### config.mk
export PLATFORM = sky130hd
export DESIGN_NAME = fetch_queue
export DESIGN_NICKNAME = d
export VERILOG_FILES = /design/src/rtl/fetch_pkg.sv /design/src/rtl/fetch_fifo.sv /design/src/rtl/fetch_queue.sv
export SDC_FILE = /design/constraint.sdc
export NUM_CORES = 1
export LEC_CHECK = 0
export BUFFER_PORTS_ARGS = -buffer_cell sky130_fd_sc_hd__buf_2
export CAP_MARGIN = 30
export CELL_PAD_IN_SITES_DETAIL_PLACEMENT = 0
export CELL_PAD_IN_SITES_GLOBAL_PLACEMENT = 2
export CORE_MARGIN = 2
export CORE_UTILIZATION = 42
export CTS_CLUSTER_DIAMETER = 200
export CTS_CLUSTER_SIZE = 20
export DETAILED_ROUTE_END_ITERATION = 12
export GPL_TIMING_DRIVEN = 0
export PLACE_DENSITY_LB_ADDON = 0.1
export SETUP_SLACK_MARGIN = 0.1
export SLEW_MARGIN = 25
export SYNTH_ARGS = -nofsm -noshare
export SYNTH_HDL_FRONTEND = slang
export SYNTH_SLANG_ARGS = --single-unit
### constraint.sdc
create_clock -name clk_i -period 3.49 [get_ports clk_i]
set_input_delay 0.698 -clock clk_i [delete_from_list [all_inputs] [get_ports clk_i]]
set_output_delay 0.698 -clock clk_i [all_outputs]
set_load 0.01 [all_outputs]
### src/rtl/fetch_pkg.sv
// Shared types and helpers for the instruction-fetch front end.
// Used by fetch_fifo and fetch_queue.
package fetch_pkg;

  localparam int XLEN = 32;
  localparam logic [XLEN-1:0] INSTR_NOP = 32'h00000013;

  typedef struct packed {
    logic [XLEN-1:0] pc;
    logic [XLEN-1:0] instr;
  } fetch_entry_t;

  function automatic int ptr_w(input int depth);
    return $clog2(depth);
  endfunction

endpackage

### src/rtl/fetch_fifo.sv
// Small FIFO of {pc, instr} fetch entries with flush.
// The head slot is always visible combinationally.
module fetch_fifo
  import fetch_pkg::*;
#(
  parameter int DEPTH = 4,
  localparam int PW   = ptr_w(DEPTH)
) (
  input  logic         clk_i,
  input  logic         rst_i,
  input  logic         push_i,
  input  fetch_entry_t push_data_i,
  input  logic         pop_i,
  input  logic         flush_i,
  output logic [PW:0]  count_o,
  output fetch_entry_t head_o
);

  fetch_entry_t  mem_q [DEPTH];
  logic [PW-1:0] wr_ptr_q, wr_ptr_d;
  logic [PW-1:0] rd_ptr_q, rd_ptr_d;
  logic [PW:0]   count_q, count_d;
  logic          do_push, do_pop;

  // Flush wins over both push and pop; pop is ignored on an empty FIFO.
  always_comb begin
    do_push  = push_i & ~flush_i;
    do_pop   = pop_i & ~flush_i & (count_q != '0);
    wr_ptr_d = wr_ptr_q;
    rd_ptr_d = rd_ptr_q;
    count_d  = count_q;
    if (flush_i) begin
      wr_ptr_d = '0;
      rd_ptr_d = '0;
      count_d  = '0;
    end else begin
      if (do_push) wr_ptr_d = wr_ptr_q + PW'(1);
      if (do_pop)  rd_ptr_d = rd_ptr_q + PW'(1);
      if (do_push && !do_pop)      count_d = count_q + (PW+1)'(1);
      else if (do_pop && !do_push) count_d = count_q - (PW+1)'(1);
    end
  end

  always_ff @(posedge clk_i or posedge rst_i) begin
    if (rst_i) begin
      wr_ptr_q <= '0;
      rd_ptr_q <= '0;
      count_q  <= '0;
    end else begin
      wr_ptr_q <= wr_ptr_d;
      rd_ptr_q <= rd_ptr_d;
      count_q  <= count_d;
    end
  end

  always_ff @(posedge clk_i) begin
    if (do_push) mem_q[wr_ptr_q] <= push_data_i;
  end

  assign head_o  = mem_q[rd_ptr_q];
  assign count_o = count_q;

endmodule

### src/rtl/fetch_queue.sv
// Instruction-fetch front end: PC, imem request issue, response buffering, redirect flush.
// Optional misaligned-redirect trap enabled by defining FETCH_MISALIGN_TRAP_EN.
module fetch_queue
  import fetch_pkg::*;
#(
  parameter int          DEPTH    = 4,
  parameter logic [31:0] RESET_PC = 32'h00000000
) (
  input  logic        clk_i,
  input  logic        rst_i,
  input  logic        start_i,
  input  logic        redirect_i,
  input  logic [31:0] redirect_pc_i,
  output logic        imem_req_o,
  output logic [31:0] imem_addr_o,
  input  logic [31:0] imem_data_i,
  output logic        out_valid_o,
  input  logic        out_ready_i,
  output logic [31:0] out_pc_o,
  output logic [31:0] out_instr_o,
  output logic        misalign_o
);

  localparam int PW = ptr_w(DEPTH);

  logic [31:0]   pc_q, pc_d;
  logic [31:0]   inflight_pc_q, inflight_pc_d;
  logic          inflight_q, inflight_d;
  logic [PW:0]   count;
  logic [PW+1:0] occupancy;
  fetch_entry_t  head, push_entry;
  logic          issue, push, pop, out_valid;
  logic          halted;
  logic [31:0]   target_pc;

`ifdef FETCH_MISALIGN_TRAP_EN
  logic halted_q, halted_d;
  logic misalign_q, misalign_d;

  always_comb begin
    halted_d   = halted_q;
    misalign_d = misalign_q;
    if (redirect_i && (redirect_pc_i[1:0] != 2'b00)) begin
      halted_d   = 1'b1;
      misalign_d = 1'b1;
    end
  end

  always_ff @(posedge clk_i or posedge rst_i) begin
    if (rst_i) begin
      halted_q   <= 1'b0;
      misalign_q <= 1'b0;
    end else begin
      halted_q   <= halted_d;
      misalign_q <= misalign_d;
    end
  end

  assign halted     = halted_q;
  assign misalign_o = misalign_q;
  assign target_pc  = redirect_pc_i;
`else
  logic unused_pc_lsbs;
  assign unused_pc_lsbs = ^redirect_pc_i[1:0];
  assign halted         = 1'b0;
  assign misalign_o     = 1'b0;
  assign target_pc      = {redirect_pc_i[31:2], 2'b00};
`endif

  // A slot is reserved for the in-flight response, so issue only if it will fit.
  assign occupancy  = {1'b0, count} + (PW+2)'(inflight_q);
  assign issue      = ~rst_i & start_i & ~redirect_i & ~halted & (occupancy < (PW+2)'(DEPTH));
  assign out_valid  = (count != '0) & ~redirect_i;
  assign pop        = out_valid & out_ready_i;
  assign push       = inflight_q & ~redirect_i;
  assign push_entry = '{pc: inflight_pc_q, instr: imem_data_i};

  always_comb begin
    pc_d          = pc_q;
    inflight_d    = 1'b0;
    inflight_pc_d = inflight_pc_q;
    if (redirect_i) begin
      pc_d = target_pc;
    end else if (issue) begin
      pc_d          = pc_q + 32'd4;
      inflight_d    = 1'b1;
      inflight_pc_d = pc_q;
    end
  end

  always_ff @(posedge clk_i or posedge rst_i) begin
    if (rst_i) begin
      pc_q          <= RESET_PC;
      inflight_q    <= 1'b0;
      inflight_pc_q <= RESET_PC;
    end else begin
      pc_q          <= pc_d;
      inflight_q    <= inflight_d;
      inflight_pc_q <= inflight_pc_d;
    end
  end

  fetch_fifo #(
    .DEPTH(DEPTH)
  ) u_fifo (
    .clk_i      (clk_i),
    .rst_i      (rst_i),
    .push_i     (push),
    .push_data_i(push_entry),
    .pop_i      (pop),
    .flush_i    (redirect_i),
    .count_o    (count),
    .head_o     (head)
  );

  assign imem_req_o  = issue;
  assign imem_addr_o = pc_q;
  assign out_valid_o = out_valid;
  assign out_pc_o    = head.pc;
  assign out_instr_o = head.instr;

endmodule

======== Word-level counts from Yosys, hierarchy flattened ========
Memories as Yosys holds them, arrays and structs flattened.
Index checks and enable logic that the tools add are counted.
storage, ports and cells
  bits in registers ....................... 72
  memory bits (writable) .................. 256
  output and inout bits ................... 99
  logic and storage cells ................. 48
  memories kept ........................... 1
memories
  memory        words  width  rd ports  clocked after Yosys merged registers in  wr ports  RTL line          text
  u_fifo.mem_q  4      64     1         0                                        1         fetch_fifo.sv:19  fetch_entry_t mem_q [DEPTH];
operators by class
  add/sub/neg operators ................... 6
  $lt $le $gt $ge ......................... 1
  mux-type cells .......................... 13
  bitwise operators ....................... 11
  reduce and logical (&&, ||, !) cells .... 10
operator list
  operator                                                     count
  2-to-1 mux 32 bit                                            2
  adder 32 x 3 -> 32 bit (second input constant)               1
  AND 1 bit                                                    9
  2-to-1 mux 3 bit                                             3
  2-to-1 mux 2 bit                                             4
  nonzero test 2 bit                                           3
  nonzero test 3 bit                                           2
  adder 2 x 1 -> 2 bit (second input constant)                 2
  adder 3 x 1 -> 4 bit                                         1
  less-than comparator 4 x 3 -> 1 bit (second input constant)  1
  2-to-1 mux 1 bit                                             4
  adder 3 x 1 -> 3 bit (second input constant)                 1
  subtractor 3 x 1 -> 3 bit (second input constant)            1
  logical AND 1 bit                                            2
  logical NOT 1 bit                                            2
  NOT 1 bit                                                    2
  AND reduction 2 bit                                          1

======== Longest topological paths before layout ========
  depth after elaboration ................. 9
  depth in mapped cells ................... 8
  depth with buffers taken out ............ 7

======== Hierarchy ========
A second synthesis with hierarchy kept.
unflattened totals
  cells, all modules ...................... 748
  area total of the unflattened synthesis .. 12807.3 um^2
modules (own cells, without submodules)
  module       times used  cells an instance  area each (um^2)  seq. area each (um^2)
  fetch_fifo   1           388                9746.8            7862.5
  fetch_queue  1           360                3060.4            1526.5

======== Least setup slack after synthesis ========
No wires, ideal clock.
  path type ............................... in2out
  from .................................... input redirect_i
  to ...................................... output imem_req_o
  data arrival time ....................... 2.239 ns
  required time ........................... 2.792 ns
  slack ................................... 0.553 ns
  stages on the path ...................... 7
  cells stage by stage .................... buf_6 or4b_1 a31o_1 clkbuf_1 clkbuf_1 clkbuf_1 inv_1
on the way
  longest elaborated chain between the ends .. 3
ends and longest elaborated chain
  what                        RTL line           text
  from (decl)                 fetch_queue.sv:12  input logic redirect_i,
  NOT 1 bit (no source line)  --
  AND 1 bit (2 in a row)      fetch_queue.sv:72  assign issue = ~rst_i & start_i & ~redirect_i & ~halted & (occupancy < (PW+2)'(DEPTH));
  to (decl)                   fetch_queue.sv:14  output logic imem_req_o,
Every way passes these cells.

======== Final worst setup path ========
  from .................................... register u_fifo.count_q[2] (netlist: u_fifo.count_o[2])
  to ...................................... output imem_req_o
on the way
  longest elaborated chain between the ends .. 3
ends and longest elaborated chain
  what                                 RTL line           text
  from (decl)                          fetch_fifo.sv:22   logic [PW:0] count_q, count_d;
  from (signal assigned)               fetch_fifo.sv:52   count_q <= count_d;
  adder 3 x 1 -> 4 bit                 fetch_queue.sv:71  assign occupancy = {1'b0, count} + (PW+2)'(inflight_q);
  less-than comparator 4 x 3 -> 1 bit  fetch_queue.sv:72
  AND 1 bit                            fetch_queue.sv:72
Every way passes these cells.

==> qor.log <==
INFO  clock_tree     worstSkewPairLatency=520ps
INFO  clock_tree     tritoncts_num_sinks=316
INFO  layout         finalNetCount=978
INFO  place          gp_congestion=0.840
INFO  route          detail_route.first_pass.iterations=5
INFO  clock_tree     tritoncts_clock_tree=built
INFO  layout         multi_input_combinational_cell_area=0.00297mm^2
INFO  timing         final.min_clock_period=3240ps
INFO  route          dr.first_iter.drc_count=559
INFO  floorplan      floorplan.initialDensity=42.8%
INFO  yosys          number_of_enable_flip_flop_cells_after_synthesis=248
INFO  timing         timing.clock.skew=25.6ps
INFO  timing         totalNegativeSetupSlack=0ps
INFO  setup_path     path_max_fanout=19
INFO  power_and_ir_drop peak_supply_drop=0.000281V
INFO  power_and_ir_drop p_seq_share=59.0%
INFO  clock_tree     clkSlewWorstSetupHoldPaths=90ps
INFO  layout         antennaDiodeCount=0
INFO  yosys          synth.distinct_cells=48
INFO  power_and_ir_drop cellPowerDensity=528mW/mm^2
INFO  min_path       worstHoldPathType=in -> async
INFO  yosys          synth.ff_latch_count=316
INFO  grt            grt_start_max_net_pins=41
INFO  layout         drive_above_1_share=30.0%
INFO  grt            antenna_violations_before_repair=0
INFO  power_and_ir_drop power.switching_fraction=23.7%
INFO  floorplan      die_area=0.0307mm^2
INFO  flow_run       total_of_max_cap_violations=0
INFO  grt            global_route.peak_usage_layer=met2
INFO  setup_path     worst-setup-path-type=reg -> out
INFO  timing         achievable-frequency=308MHz
INFO  grt            number_of_global_route_vias_before_repair=7242
INFO  power_and_ir_drop power.internal=5.77mW
INFO  route          vias=7025
INFO  yosys          syn_inst=714
INFO  yosys          mappedNetlistArea=0.0123mm^2
INFO  clock_tree     cts_buffers=19
INFO  grt            use_met3=2.68%
INFO  power_and_ir_drop power.share.combinational=10.9%
INFO  layout         regArea=0.00915mm^2
INFO  clock_tree     max-clock-path-buffers=3
INFO  route          vias_per_cell=5.40
INFO  grt            grt_first_pass_wirelength=43300um
INFO  yosys          seq_area_frac_synth=74.3%
INFO  setup_path     critPathArrivalTime=2550ps
INFO  setup_path     timing.critical_path.required=2790ps
INFO  timing         worst_slew_pin_slew=878ps
INFO  grt            met1_capacity_usage_during_global_routing=25.5%
INFO  floorplan      io_pins=168
INFO  timing         grt_setup_unrepaired=no
INFO  power_and_ir_drop leakage_component_of_the_power=5.21nW
INFO  timing         hold_slack=226ps
INFO  yosys          asr_flop_ratio_synth=21.5%
INFO  yosys          synth.avg_cell_area=17.3um^2
INFO  timing         layout_worst_path_cycle_share=93.0%
INFO  place          hpwlAfterDp=18800um
INFO  timing         report.final.setup_viol=0
INFO  floorplan      floorplan.core_area=0.0288mm^2
INFO  power_and_ir_drop power_switching=1.80mW
INFO  clock_tree     ctsHtreeMaxLevel=1
INFO  floorplan      die-height=175um
INFO  yosys          ys_dominant_reg_cell=sky130_fd_sc_hd__edfxtp_1
INFO  clock_tree     hold_buffers=0
INFO  setup_path     start_kind=flip-flop
INFO  setup_path     r2r_cells=6
INFO  power_and_ir_drop clkPwrFrac=30.2%
INFO  timing         slew_violations=0
INFO  route          ant_nets=0
INFO  clock_tree     cts_root_buffer=sky130_fd_sc_hd__clkbuf_16
INFO  route          remaining_drc_errors=0
INFO  layout         fillCellCount=2506
INFO  grt            grt_overflow=0
INFO  run_status     run_status=complete, no violations
INFO  layout         finish.instance_area=0.0143mm^2
INFO  yosys          synth.yosys.warnings=0
INFO  floorplan      rows=62
INFO  layout         area_delta_synth_final=16.4%
INFO  grt            grt.total_usage=18.3%
INFO  route          routed_wire_length_per_instance=21.6um
INFO  timing         slew-limit-headroom=41.3%
INFO  clock_tree     post_cts.repair.setup_buffers=0
INFO  grt            gr-usage-met2=31.5%
INFO  place          placed_area=0.0137mm^2
INFO  place          port_buffers=159
INFO  floorplan      die_w=175um
INFO  setup_path     crit_path_end_kind=output pin
INFO  route          aggregate_routed_wire_length=28000um
INFO  timing         timing.final.hold_violations=0
power by group through the flow:
| stage | Combinational [mW] | Sequential [mW] | Clock (mW) |
|---|---|---|---|
| 2_1_floorplan | 0.496 | 4.50 | 0 |
| 3_3_place_gp | 0.806 | 4.53 | 0 |
| 3_5_place_dp | 0.831 | 4.55 | 0 |
| 4_1_cts | 0.842 | 4.47 | 2.36 |
| 5_1_grt | 0.906 | 4.49 | 2.49 |
| 6_report | 0.822 | 4.46 | 2.28 |
synth_stat cells, types with 2 or more instances:
library cell | count | area share [%]
sky130_fd_sc_hd__a21oi_1 | 7 | 0.28
sky130_fd_sc_hd__nor2b_1 | 2 | 0.10
sky130_fd_sc_hd__nand4_1 | 9 | 0.46
sky130_fd_sc_hd__mux4_2 | 62 | 11
sky130_fd_sc_hd__nand3_1 | 20 | 0.81
sky130_fd_sc_hd__buf_2 | 2 | 0.081
sky130_fd_sc_hd__a22oi_1 | 2 | 0.12
sky130_fd_sc_hd__and2_1 | 5 | 0.25
sky130_fd_sc_hd__a21o_1 | 3 | 0.18
sky130_fd_sc_hd__inv_1 | 12 | 0.37
sky130_fd_sc_hd__buf_4 | 5 | 0.30
sky130_fd_sc_hd__ha_1 | 5 | 0.51
sky130_fd_sc_hd__edfxtp_1 | 248 | 60
sky130_fd_sc_hd__nor2_1 | 17 | 0.52
sky130_fd_sc_hd__and3_1 | 4 | 0.20
sky130_fd_sc_hd__nand2_1 | 117 | 3.6
sky130_fd_sc_hd__nand2b_1 | 3 | 0.15
sky130_fd_sc_hd__o211ai_1 | 8 | 0.49
sky130_fd_sc_hd__a221o_1 | 6 | 0.49
sky130_fd_sc_hd__nor4_1 | 3 | 0.15
sky130_fd_sc_hd__buf_1 | 9 | 0.27
sky130_fd_sc_hd__or4_1 | 5 | 0.30
sky130_fd_sc_hd__xnor2_1 | 2 | 0.14
sky130_fd_sc_hd__a32oi_1 | 3 | 0.21
sky130_fd_sc_hd__a31oi_1 | 3 | 0.15
sky130_fd_sc_hd__xor2_1 | 2 | 0.14
sky130_fd_sc_hd__dfrtp_1 | 68 | 14
sky130_fd_sc_hd__mux2i_1 | 4 | 0.33
sky130_fd_sc_hd__nor3_1 | 7 | 0.28
sky130_fd_sc_hd__clkbuf_1 | 23 | 0.70
sky130_fd_sc_hd__o21ai_0 | 19 | 0.77
sky130_fd_sc_hd__and4_1 | 3 | 0.21
sky130_fd_sc_hd__nor3b_1 | 3 | 0.18
sky130_fd_sc_hd__o311ai_0 | 9 | 0.64
sequential cells by signal (all words and copies together), names as in the netlist:
signal / count
imem_addr_o: 30
inflight_pc_q: 30
inflight_q: 1
u_fifo.count_o: 3
u_fifo.mem_q: 248
u_fifo.rd_ptr_q: 2
u_fifo.wr_ptr_q: 2
metrics by stage:
stage / utilization [%] / instances / total power, mW / setup slack (ps)
6_report: 49.8 / 1300 / 7.57 / 245
5_1_grt: 49.8 / 1300 / 7.89 / 109
4_1_cts: 49.8 / 1300 / 7.66 / 174
3_5_place_dp: 47.7 / 1267 / 5.38 / -132
3_3_place_gp: 47.3 / 1261 / 5.34 / -690
2_1_floorplan: - / 718 / 4.99 / 553
final cells by class:
cell class | instances | area share (%)
Sequential cell | 316 | 63.8
Multi-Input combinational cell | 349 | 20.7
Timing Repair Buffer | 165 | 6.38
Clock buffer | 32 | 3.65
Tap cell | 384 | 3.35
Buffer | 39 | 1.47
Inverter | 13 | 0.358
Clock inverter | 2 | 0.270
worst paths after layout:
path | from | to | slack (ps)
worst min-delay path | rst_i | imem_addr_o[14]$_DFFE_PP0N_ | 230
min in group clk_i | imem_data_i[25] | u_fifo.mem_q[0][25]$_DFFE_PP_ | 400
worst min register to register | inflight_pc_q[7]$_DFFE_PP0P_ | u_fifo.mem_q[0][39]$_DFFE_PP_ | 520
worst max register to register | imem_addr_o[14]$_DFFE_PP0N_ | imem_addr_o[30]$_DFFE_PP0N_ | 760
max in group asynchronous | rst_i | inflight_pc_q[22]$_DFFE_PP0P_ | 2700
worst max-delay path | u_fifo.count_o[2]$_DFFE_PP0P_ | imem_req_o | 250
layer usage:
metal | routed length, um | up-vias
met5 | 0 | -
met4 | 299 | 0
met3 | 1740 | 28
met2 | 14000 | 247
met1 | 12000 | 3598
li1 | - | 3152
layout by cell type (no fill, tap or decap), drive strengths merged, types with 2 or more instances in the layout:
| cell type | instances |
|---|---|
| mux4 | 62 |
| inv | 14 |
| o21ai | 19 |
| xnor2 | 2 |
| nand2 | 117 |
| nand4 | 9 |
| dfrtp | 68 |
| a21oi | 7 |
| buf | 179 |
| clkdlybuf4s15 | 4 |
| nor2b | 2 |
| or4 | 5 |
| and3 | 4 |
| nor4 | 3 |
| conb | 5 |
| a21o | 3 |
| and2 | 5 |
| nor3b | 3 |
| edfxtp | 248 |
| a31oi | 3 |
| a22oi | 2 |
| o311ai | 9 |
| a32oi | 3 |
| a221o | 6 |
| nor2 | 17 |
| ha | 5 |
| o211ai | 8 |
| and4 | 3 |
| xor2 | 2 |
| mux2i | 4 |
| nor3 | 7 |
| or3 | 2 |
| nand3 | 20 |
| clkbuf | 53 |
| nand2b | 3 |
logic make-up after synthesis:
family                     Yosys count  share of synthesized area [%]
DFF                                316                           74.3
and+or+nand+nor                    203                           7.55
muxes                               67                           11.8
AOI/OAI and AO/OA                   64                           3.61
buffers and inverters               53                           1.85
adders and majority gates            6                          0.670
xor gates and xnor gates             4                          0.284
other                                1                         0.0304
worst max-delay path, stage by stage (launching register included):
cell and delay (ps):
sky130_fd_sc_hd__dfrtp_1 430, sky130_fd_sc_hd__or4b_1 490, sky130_fd_sc_hd__a31o_1 260, sky130_fd_sc_hd__clkbuf_2 330, sky130_fd_sc_hd__buf_2 320, sky130_fd_sc_hd__inv_1 90
sky130_fd_sc_hd__buf_2 120
repair_timing:
item                                    in CTS  in global routing
endpoints found under the setup margin      48                  1
resized for setup                           12                  1
cloned                                       0                  0
Power figures use the tool's default switching activity.
